==> src/rtl/conv_encoder_frame_if.sv <==
`default_nettype none
// +------------------------------------------------------------------+
// | Module   : conv_encoder_frame_if                                 |
// | Purpose  : Control, input-stream and output-stream signals of    |
// |            the framed rate-1/2 convolutional encoder.            |
// | Revision : 1.0  initial release                                  |
// +------------------------------------------------------------------+
interface conv_encoder_frame_if #(
    parameter int FRAME_W = 10
);
    logic [2:0]         choose_constraint_length;
    logic               start;
    logic [FRAME_W-1:0] frame_len;
    logic               in_bit;
    logic               in_valid;
    logic               in_ready;
    logic [1:0]         encoded_bits;
    logic               out_valid;
    logic               out_ready;
    logic               busy;
    logic               frame_done;

    // Encoder side
    modport slave (
        input  choose_constraint_length, start, frame_len,
        input  in_bit, in_valid, out_ready,
        output in_ready, encoded_bits, out_valid, busy, frame_done
    );

    // Source/sink side
    modport master (
        output choose_constraint_length, start, frame_len,
        output in_bit, in_valid, out_ready,
        input  in_ready, encoded_bits, out_valid, busy, frame_done
    );
endinterface
`default_nettype wire

==> src/rtl/conv_encoder_frame.sv <==
`default_nettype none
// +------------------------------------------------------------------+
// | Module   : conv_encoder_frame                                    |
// | Purpose  : Rate-1/2 feed-forward convolutional encoder, K=3..6,  |
// |            one frame of data bits followed by K-1 zero tail bits |
// |            so the decoder trellis terminates in state 0.         |
// | Revision : 1.0  initial release                                  |
// +------------------------------------------------------------------+
module conv_encoder_frame #(
    parameter int FRAME_W = 10
) (
    input  wire logic            clk,
    input  wire logic            rst_n,
    conv_encoder_frame_if.slave  bus
);

    typedef enum logic [1:0] {
        S_IDLE = 2'd0,
        S_DATA = 2'd1,
        S_TAIL = 2'd2
    } state_t;

    localparam logic [FRAME_W-1:0] CNT_ONE = {{(FRAME_W-1){1'b0}}, 1'b1};

    state_t             state;
    logic [4:0]         sr;          // sr[0] = most recent past bit
    logic [2:0]         k_len;       // latched constraint length, 3..6
    logic [FRAME_W-1:0] len;         // latched frame length
    logic [FRAME_W-1:0] bit_cnt;     // data bits accepted so far
    logic [2:0]         tail_cnt;    // tail symbols issued so far
    logic [1:0]         enc;
    logic               ov;
    logic               done;

    logic               can_load;
    logic               accept;
    logic               tail_issue;
    logic               tail_finish;
    logic [2:0]         k_sel;
    logic [2:0]         km1;
    logic [FRAME_W-1:0] bit_cnt_nxt;

    // Parity pair for input u against the current shift register.
    // The tap vector {u, sr[0], .., sr[K-2]} is the top K bits of the
    // 6-bit vector below, so it is right-aligned by shifting 6-K.
    function automatic logic [1:0] code_sym(input logic u,
                                            input logic [4:0] s,
                                            input logic [2:0] k);
        logic [5:0] full;
        logic [5:0] taps;
        logic [5:0] g0;
        logic [5:0] g1;
        logic [2:0] sh;
        full = {u, s[0], s[1], s[2], s[3], s[4]};
        sh   = 3'd6 - k;
        taps = full >> sh;
        case (k)
            3'd4:    begin g0 = 6'o15; g1 = 6'o17; end
            3'd5:    begin g0 = 6'o23; g1 = 6'o35; end
            3'd6:    begin g0 = 6'o53; g1 = 6'o75; end
            default: begin g0 = 6'o07; g1 = 6'o05; end
        endcase
        return {^(taps & g0), ^(taps & g1)};
    endfunction

    // Handshake decode; a new symbol may load when the output slot is
    // empty or is being drained this cycle.
    always_comb begin
        k_sel       = ((bus.choose_constraint_length >= 3'd3) &&
                       (bus.choose_constraint_length <= 3'd6))
                      ? bus.choose_constraint_length : 3'd3;
        km1         = k_len - 3'd1;
        can_load    = !ov || bus.out_ready;
        accept      = (state == S_DATA) && can_load && bus.in_valid;
        tail_issue  = (state == S_TAIL) && (tail_cnt != km1) && can_load;
        tail_finish = (state == S_TAIL) && (tail_cnt == km1) && can_load;
        bit_cnt_nxt = bit_cnt + CNT_ONE;
    end

    assign bus.in_ready     = (state == S_DATA) && can_load;
    assign bus.encoded_bits = enc;
    assign bus.out_valid    = ov;
    assign bus.busy         = (state != S_IDLE);
    assign bus.frame_done   = done;

    // Frame sequencer, shift register and registered output symbol.
    always_ff @(posedge clk or negedge rst_n) begin
        if (!rst_n) begin
            state    <= S_IDLE;
            sr       <= '0;
            k_len    <= 3'd3;
            len      <= '0;
            bit_cnt  <= '0;
            tail_cnt <= '0;
            enc      <= 2'b00;
            ov       <= 1'b0;
            done     <= 1'b0;
        end else begin
            done <= 1'b0;
            case (state)
                S_IDLE: begin
                    if (bus.start) begin
                        k_len    <= k_sel;
                        len      <= bus.frame_len;
                        sr       <= '0;
                        bit_cnt  <= '0;
                        tail_cnt <= '0;
                        state    <= (bus.frame_len == '0) ? S_TAIL : S_DATA;
                    end
                end
                S_DATA: begin
                    if (accept) begin
                        enc     <= code_sym(bus.in_bit, sr, k_len);
                        ov      <= 1'b1;
                        sr      <= {sr[3:0], bus.in_bit};
                        bit_cnt <= bit_cnt_nxt;
                        if (bit_cnt_nxt == len) begin
                            state <= S_TAIL;
                        end
                    end else if (bus.out_ready) begin
                        ov <= 1'b0;
                    end
                end
                S_TAIL: begin
                    if (tail_issue) begin
                        enc      <= code_sym(1'b0, sr, k_len);
                        ov       <= 1'b1;
                        sr       <= {sr[3:0], 1'b0};
                        tail_cnt <= tail_cnt + 3'd1;
                    end else if (tail_finish) begin
                        // Last tail symbol drained (or slot already empty).
                        ov    <= 1'b0;
                        done  <= 1'b1;
                        state <= S_IDLE;
                    end else if (bus.out_ready) begin
                        ov <= 1'b0;
                    end
                end
                default: begin
                    state <= S_IDLE;
                    ov    <= 1'b0;
                end
            endcase
        end
    end

endmodule
`default_nettype wire

==> src/flat_wrapper.sv <==
// flat-port wrapper written by rule: the top's interface ports become plain ports
module conv_encoder_frame_flat 
#(
    parameter int FRAME_W = 10
)
  (clk, rst_n, bus_choose_constraint_length, bus_start, bus_frame_len, bus_in_bit, bus_in_valid, bus_out_ready, bus_in_ready, bus_encoded_bits, bus_out_valid, bus_busy, bus_frame_done);
  conv_encoder_frame_if #(.FRAME_W(FRAME_W)) bus_i ();
  input  wire logic clk;
  input  wire logic rst_n;
  input wire logic [$bits(bus_i.choose_constraint_length)-1:0] bus_choose_constraint_length;
  input wire logic [$bits(bus_i.start)-1:0] bus_start;
  input wire logic [$bits(bus_i.frame_len)-1:0] bus_frame_len;
  input wire logic [$bits(bus_i.in_bit)-1:0] bus_in_bit;
  input wire logic [$bits(bus_i.in_valid)-1:0] bus_in_valid;
  input wire logic [$bits(bus_i.out_ready)-1:0] bus_out_ready;
  output wire logic [$bits(bus_i.in_ready)-1:0] bus_in_ready;
  output wire logic [$bits(bus_i.encoded_bits)-1:0] bus_encoded_bits;
  output wire logic [$bits(bus_i.out_valid)-1:0] bus_out_valid;
  output wire logic [$bits(bus_i.busy)-1:0] bus_busy;
  output wire logic [$bits(bus_i.frame_done)-1:0] bus_frame_done;
  assign bus_i.choose_constraint_length = bus_choose_constraint_length;
  assign bus_i.start = bus_start;
  assign bus_i.frame_len = bus_frame_len;
  assign bus_i.in_bit = bus_in_bit;
  assign bus_i.in_valid = bus_in_valid;
  assign bus_i.out_ready = bus_out_ready;
  assign bus_in_ready = bus_i.in_ready;
  assign bus_encoded_bits = bus_i.encoded_bits;
  assign bus_out_valid = bus_i.out_valid;
  assign bus_busy = bus_i.busy;
  assign bus_frame_done = bus_i.frame_done;
  conv_encoder_frame #(.FRAME_W(FRAME_W)) u_core (.clk(clk), .rst_n(rst_n), .bus(bus_i));
endmodule
==> config.mk <==
export PLATFORM = sky130hd
export DESIGN_NAME = conv_encoder_frame_flat
export DESIGN_NICKNAME = d
export VERILOG_FILES = /design/src/rtl/conv_encoder_frame_if.sv /design/src/rtl/conv_encoder_frame.sv /design/src/flat_wrapper.sv
export SDC_FILE = /design/constraint.sdc
export NUM_CORES = 1
export LEC_CHECK = 0
export ABC_AREA = 1
export CAP_MARGIN = 30
export CORE_ASPECT_RATIO = 1.75
export CORE_MARGIN = 10
export CORE_UTILIZATION = 63
export DETAILED_ROUTE_END_ITERATION = 6
export PLACE_DENSITY_LB_ADDON = 0.2
export SYNTH_ARGS = -nofsm -noshare
export SYNTH_HDL_FRONTEND = slang
export SYNTH_SLANG_ARGS = --single-unit
==> constraint.sdc <==
create_clock -name clk -period 5.49 [get_ports clk]
set_clock_uncertainty 0.15 [all_clocks]
set_input_delay 1.098 -clock clk [delete_from_list [all_inputs] [get_ports clk]]
set_output_delay 1.098 -clock clk [all_outputs]
set_load 0.05 [all_outputs]
==> impl_metrics.tcl, run 1 <==
set metrics [dict create \
    outcome "finished, final reports clean" \
    synth_ff_type "sky130_fd_sc_hd__dfrtp_1" \
    endpoint_kind "output pin" \
    holdCritPathClass "reg -> reg" \
    final.setup.tns_ps 0 \
    post_synth_fa_ha_maj_area_fraction 0.0474 \
    worstPathCellList "clkdlybuf4s50_1 -> nor2_1 -> nor2_1 -> clkdlybuf4s50_1" \
    placement.io_buffers 24 \
    power-per-cell-area_nw_per_um2 583 \
    floorplan.initialDensity 0.654 \
    start_kind "input port" \
    fin_nets 476 \
    detail_route.iter0.violations 175 \
    multi_input_area_um2 1670 \
    max_stage_delay_ps 810 \
    route.detailed.wl_per_inst_um 13.3 \
    synth_compound_area_frac 0.0814 \
    drv_cap 0 \
    synth_cell_types 37 \
    post-dp-hpwl_um 5360 \
    report.final.slew_viol_count 0 \
    worst_ep_required_time_ps 4240 \
    cts_hold_repair.buffers 0 \
    drive_above_1_share 0.116 \
    globalplace.congestion 0.944 \
    critPathKind "in -> out" \
    layout.area.seq_um2 928 \
    cts_inserted_buffers 5 \
    design.die.area_um2 7840 \
    cts.path.max_buffers 2 \
    antennaDiodeCount 0 \
    worstReg2RegStart "u_core.k_len[0]" \
    postRouteWirelength_um 6650 \
    tightest_slew_ps 823 \
    h-tree-depth 2 \
    die_height_um 110 \
    clk_sink_count 37 \
    synth_async_sr_flop_share 1.00 \
    yosys-top-cells-count "146 x sky130_fd_sc_hd__nand2_1, 53 x sky130_fd_sc_hd__inv_1, 42 x sky130_fd_sc_hd__nand3_1" \
    finalWorstPathRequiredPeriod_ps 3760 \
    drc 0 \
    synth_mux_area_frac 0 \
    cp.buffers_inverters 2 \
    synth_edf_count 0 \
    post_synth_main_area_contributors "sky130_fd_sc_hd__dfrtp_1 30%, sky130_fd_sc_hd__nand2_1 19%, sky130_fd_sc_hd__nand3_1 7.2%" \
    synth_top_area_cell "sky130_fd_sc_hd__dfrtp_1" \
    critical_path.slowest_cell "sky130_fd_sc_hd__clkdlybuf4s50_1" \
    crit_path_max_fanout 3 \
    post_synth_inst_count 422 \
    drt_pre_antenna_iters 7 \
    register_clock_pin_slew_on_the_reported_worst_setup_and_hold_paths_ps 70 \
    startpoint "bus_out_ready" \
    postSynthRegisterBits 37 \
    largest_family_of_logic_cells_by_synthesized_area "simple AND/OR/NAND/NOR gates" \
    design_power_total_mw 1.89 \
    post_synth_instance_area_um2 2910 \
    static-leakage-power_nw 1.66 \
    yosys.cell_count.top_type "sky130_fd_sc_hd__nand2_1" \
    grt-ovfl-total 0 \
    pre_cts_slack_ps 1720 \
    top_level_port_count 25 \
    synthesis.nets 452 \
    die_boundary_width_um 71.3 \
    warnings_from_yosys 0 \
    layout_worst_path_cycle_share 0.684 \
    maximum_number_of_pins_on_one_net_before_global_route_repair 38 \
    avgViaCountPerCell 5.34 \
    via_count 2658 \
    number_of_global_route_vias_before_repair 2621 \
    crit_family "buffers and inverters" \
    design.core.area_um2 4440 \
    post_dp_cell_area_um2 3130 \
    fillCellCount 362 \
    global_route.usage.total 0.178 \
    flow.area_growth_from_synthesis_pct 11.3 \
    unrepaired_setup_endpoints_after_global_routing "false" \
    setup_slack_ps 1730 \
    grt_first_pass_wirelength_um 11400 \
    cp.arrival_ps 2510 \
    cts-root-buf "sky130_fd_sc_hd__clkbuf_8" \
    timing.max_slew.rel_slack 0.452 \
    postRouteAntennaNets 0 \
    grt_antenna_before_repair 0 \
    hold_viol 0 \
    seq_area_frac_synth 0.320 \
    holdCritStartpoint "u_core.bus.encoded_bits[1]" \
    postLayoutCoreUtil 0.728 \
    clk_latency_ps 290 \
    post_synth_top_area_share 0.301 \
    post-route-cell-area_um2 3230 \
    std_cell_rows 32 \
    cts.repair.resized 0 \
    synthSimpleGateAreaFrac 0.399 \
    cts_post_setup_buffers_inserted 0 \
    max_freq_ghz 0.266 \
    syn_avg_cell_area_um2 6.88 \
    tritoncts "built" \
    vdd.ir_drop.worst_mv 0.347 \
    finalSetupViolations 0 \
    synth_xor_area_frac 0.0478 \
]
[power breakdown]
group | internal (mW) | switching (mW)
Combinational | 0.400 | 0.811
Sequential | 0.370 | 0.0950
Clock | 0.113 | 0.0969
[per-stage QoR]
| step | hold slack, ps | std cells |
|---|---|---|
| finish | 333 | 498 |
| global route | 370 | 498 |
| CTS | 340 | 498 |
| detailed placement | 324 | 490 |
| global placement | 319 | 490 |
| floorplan | 312 | 422 |
[path summary, 6_finish.rpt]
kind | to | slack [ps] | depth (start not counted)
max | bus_in_ready | 1730 | 4
max in group asynchronous | u_core.len[1] | 3920 | 1
min reg2reg | u_core.bus.encoded_bits[1] | 330 | 2
min | u_core.bus.encoded_bits[1] | 330 | 2
max reg2reg | u_core.bus.encoded_bits[1] | 2730 | 15
min in group asynchronous | u_core.bit_cnt[6] | 740 | 1
[cell families after synthesis]
group | Yosys count
flops | 37
xor+xnor | 15
simple gates | 251
fa+ha+maj | 11
compound gates | 40
buf+inv | 68
[state kept, by name (all words and copies together), names as in the netlist]
name and flops:
u_core.state 2, u_core.bus.frame_done 1, u_core.sr 5, u_core.k_len 3, u_core.len 10, u_core.tail_cnt 3
u_core.bit_cnt 10, u_core.bus.encoded_bits 2, u_core.bus.out_valid 1
[per-layer routing]
metal  share of wire  up-vias  track usage
met3           0.024       22       0.0235
li1                -     1380            -
met5               0        -            0
met4           0.048        0        0.114
met1            0.35     1211        0.157
met2            0.58       45        0.358
[final cells by class]
cell class	instances	share of cell area
Inverter	61	0.0723
Timing Repair Buffer	24	0.0727
Clock inverter	1	0.00155
Sequential cell	37	0.287
Multi-Input combinational cell	317	0.517
Tap cell	51	0.0197
Clock buffer	7	0.0298
[worst reg2reg max path: cells and delay by family (launching register included)]
kind	cells	cell delay [ps]
adders and majority gates	1	510
DFF	1	670
and+or+nand+nor	10	800
buffers and inverters	3	360
AOI/OAI and AO/OA	1	170
[cell usage in the layout (no fill, tap or decap), types with 3 or more instances in the layout]
| cell type | count |
|---|---|
| sky130_fd_sc_hd__nand3_2 | 5 |
| sky130_fd_sc_hd__ha_1 | 11 |
| sky130_fd_sc_hd__xor2_1 | 6 |
| sky130_fd_sc_hd__nor2_2 | 4 |
| sky130_fd_sc_hd__o21ai_0 | 15 |
| sky130_fd_sc_hd__nand3_1 | 42 |
| sky130_fd_sc_hd__clkbuf_8 | 7 |
| sky130_fd_sc_hd__o22ai_1 | 7 |
| sky130_fd_sc_hd__inv_1 | 53 |
| sky130_fd_sc_hd__dfrtp_1 | 35 |
| sky130_fd_sc_hd__nor2_1 | 21 |
| sky130_fd_sc_hd__nand2_1 | 146 |
| sky130_fd_sc_hd__inv_2 | 4 |
| sky130_fd_sc_hd__nand4_1 | 5 |
| sky130_fd_sc_hd__clkdlybuf4s50_1 | 23 |
| sky130_fd_sc_hd__a21oi_1 | 9 |
| sky130_fd_sc_hd__nand2_2 | 14 |
| sky130_fd_sc_hd__xnor2_1 | 8 |
| sky130_fd_sc_hd__nor3_1 | 5 |
| sky130_fd_sc_hd__o21ai_2 | 3 |
Power figures use the tool's default switching activity.
==> inputs of run 2 (changes only) <==
Settings changed: CORE_UTILIZATION 63 to 53.
Clock period 5.49 ns to 3.4 ns, I/O delays scaled along.
==> run 2 against run 1 <==
  * Total power rose by 58%
  * First-iteration DRC count decreased by 41%
  * Cell count is 4.8% higher
  * Non-clock buffer count up 1
  * Via count is 0.49% lower
  * Final area is 0.54% higher
  * Worst setup slack worse by 1300 ps
  * Clock power up 37%
  * Critical endpoint unchanged
  * Largest cell class unchanged
==> impl_metrics.tcl, run 2 (synthesis gave the netlist of run 1 again) <==
set metrics [dict create \
    grt-ovfl-total 0 \
    drive_above_1_share 0.116 \
    layout_top_registers "u_core.bit_cnt: 10 flops, u_core.len: 10 flops, u_core.sr: 5 flops" \
    h-tree-depth 2 \
    postRouteWirelength_um 6560 \
    holdCritPathClass "in -> async" \
    final.setup.tns_ps 0 \
    grt_first_pass_wirelength_um 11400 \
    via_count 2645 \
    globalplace.congestion 0.869 \
    maximum_number_of_pins_on_one_net_before_global_route_repair 38 \
    postRouteAntennaNets 0 \
    max_freq_ghz 0.343 \
    antennaDiodeCount 0 \
    unrepaired_setup_endpoints_after_global_routing "false" \
    endpoint_kind "output pin" \
    global_route.usage.total 0.151 \
    worst_ep_required_time_ps 2570 \
    top_level_port_count 25 \
    timing.hold.ws_ps 333 \
    vdd.ir_drop.worst_mv 0.411 \
    drv_cap 0 \
    drc 0 \
    fin_nets 477 \
    number_of_global_route_vias_before_repair 2631 \
    route.detailed.wl_per_inst_um 12.6 \
    design.die.area_um2 8960 \
    die_height_um 118 \
    flow.area_growth_from_synthesis_pct 11.9 \
    cts_inserted_buffers 5 \
    cts.repair.resized 0 \
    floorplan.initialDensity 0.548 \
    clk_latency_ps 290 \
    post-dp-hpwl_um 5310 \
    clk_sink_count 37 \
    die_boundary_width_um 76.0 \
    layout_commonest_cell "sky130_fd_sc_hd__nand2_1" \
    outcome "finished, final reports clean" \
    cts.path.max_buffers 2 \
    timing.max_slew.rel_slack 0.464 \
    cp.arrival_ps 2090 \
    grt_antenna_before_repair 0 \
    layout_worst_path_cycle_share 0.858 \
    avgViaCountPerCell 5.07 \
    finalSetupViolations 0 \
    detail_route.iter0.violations 104 \
    finalWorstPathRequiredPeriod_ps 2920 \
    final_cell_mix "146 x sky130_fd_sc_hd__nand2_1, 53 x sky130_fd_sc_hd__inv_1, 42 x sky130_fd_sc_hd__nand3_1, 35 x sky130_fd_sc_hd__dfrtp_1, 23 x sky130_fd_sc_hd__clkdlybuf4s50_1" \
    tritoncts "built" \
    hold_viol 0 \
    tightest_slew_ps 803 \
    placement.io_buffers 24 \
    cts_hold_repair.buffers 0 \
    register_clock_pin_slew_on_the_reported_worst_setup_and_hold_paths_ps 70 \
    critPathKind "in -> out" \
    report.final.slew_viol_count 0 \
    power-per-cell-area_nw_per_um2 918 \
    drt_pre_antenna_iters 5 \
    cts_post_setup_buffers_inserted 0 \
    postLayoutCoreUtil 0.614 \
    crit_path_max_fanout 3 \
    design.core.area_um2 5300 \
    static-leakage-power_nw 1.66 \
    std_cell_rows 35 \
    start_kind "input port" \
    cts-root-buf "sky130_fd_sc_hd__clkbuf_8" \
]
==> run 2: cell types whose count changed in the layout (fill, tap and decap cells not counted), sizes merged <==
cell	change
buf	+1
clkbuf	-1
clkinv	+1
==> run 2: path summary, 6_finish.rpt <==
kind	start	cells after the start	endpoint	slack, ps
max in group asynchronous	rst_n	1	u_core.len[4]	2260
setup reg to reg	u_core.k_len[0]	15	u_core.bus.encoded_bits[1]	660
setup / recovery	bus_out_ready	4	bus_in_ready	480
hold / removal	rst_n	1	u_core.bit_cnt[6]	330
hold reg to reg	u_core.bus.encoded_bits[1]	2	u_core.bus.encoded_bits[1]	340
min in group clk	u_core.bus.encoded_bits[1]	2	u_core.bus.encoded_bits[1]	340
==> run 2: report_power, final <==
part / internal [mW] / switching (mW)
clock network: 0.142 / 0.146
logic: 0.650 / 1.29
registers: 0.598 / 0.159
==> run 2: stage by stage <==
step	instance area, um^2	total power [mW]	cells	setup WS (ps)
floorplan	2910	2.35	422	951
global placement	3170	2.67	514	478
detailed placement	3170	2.70	514	474
CTS	3250	3.01	522	467
global route	3250	3.33	522	386
finish	3250	2.99	522	483
==> run 2: cell type report <==
class | instances | area (um^2)
Fill cell | 507 | 2050
Multi-Input combinational cell | 317 | 1670
Sequential cell | 37 | 928
Timing Repair Buffer | 25 | 243
Inverter | 61 | 234
Tap cell | 74 | 92.6
Clock buffer | 6 | 72.6
Clock inverter | 2 | 10.0
==> run 2: routing by layer <==
| metal | global-route usage | share of wire |
|---|---|---|
| met4 | 0.0905 | 0.046 |
| met5 | 0 | 0 |
| met3 | 0.0229 | 0.027 |
| met1 | 0.133 | 0.36 |
| met2 | 0.302 | 0.57 |
==> run 2: worst max-delay path, cell delays in order <==
cell                              delay (ps)
sky130_fd_sc_hd__clkdlybuf4s50_1         460
sky130_fd_sc_hd__nor2_1                   60
sky130_fd_sc_hd__nor2_1                   80
sky130_fd_sc_hd__clkdlybuf4s50_1         810
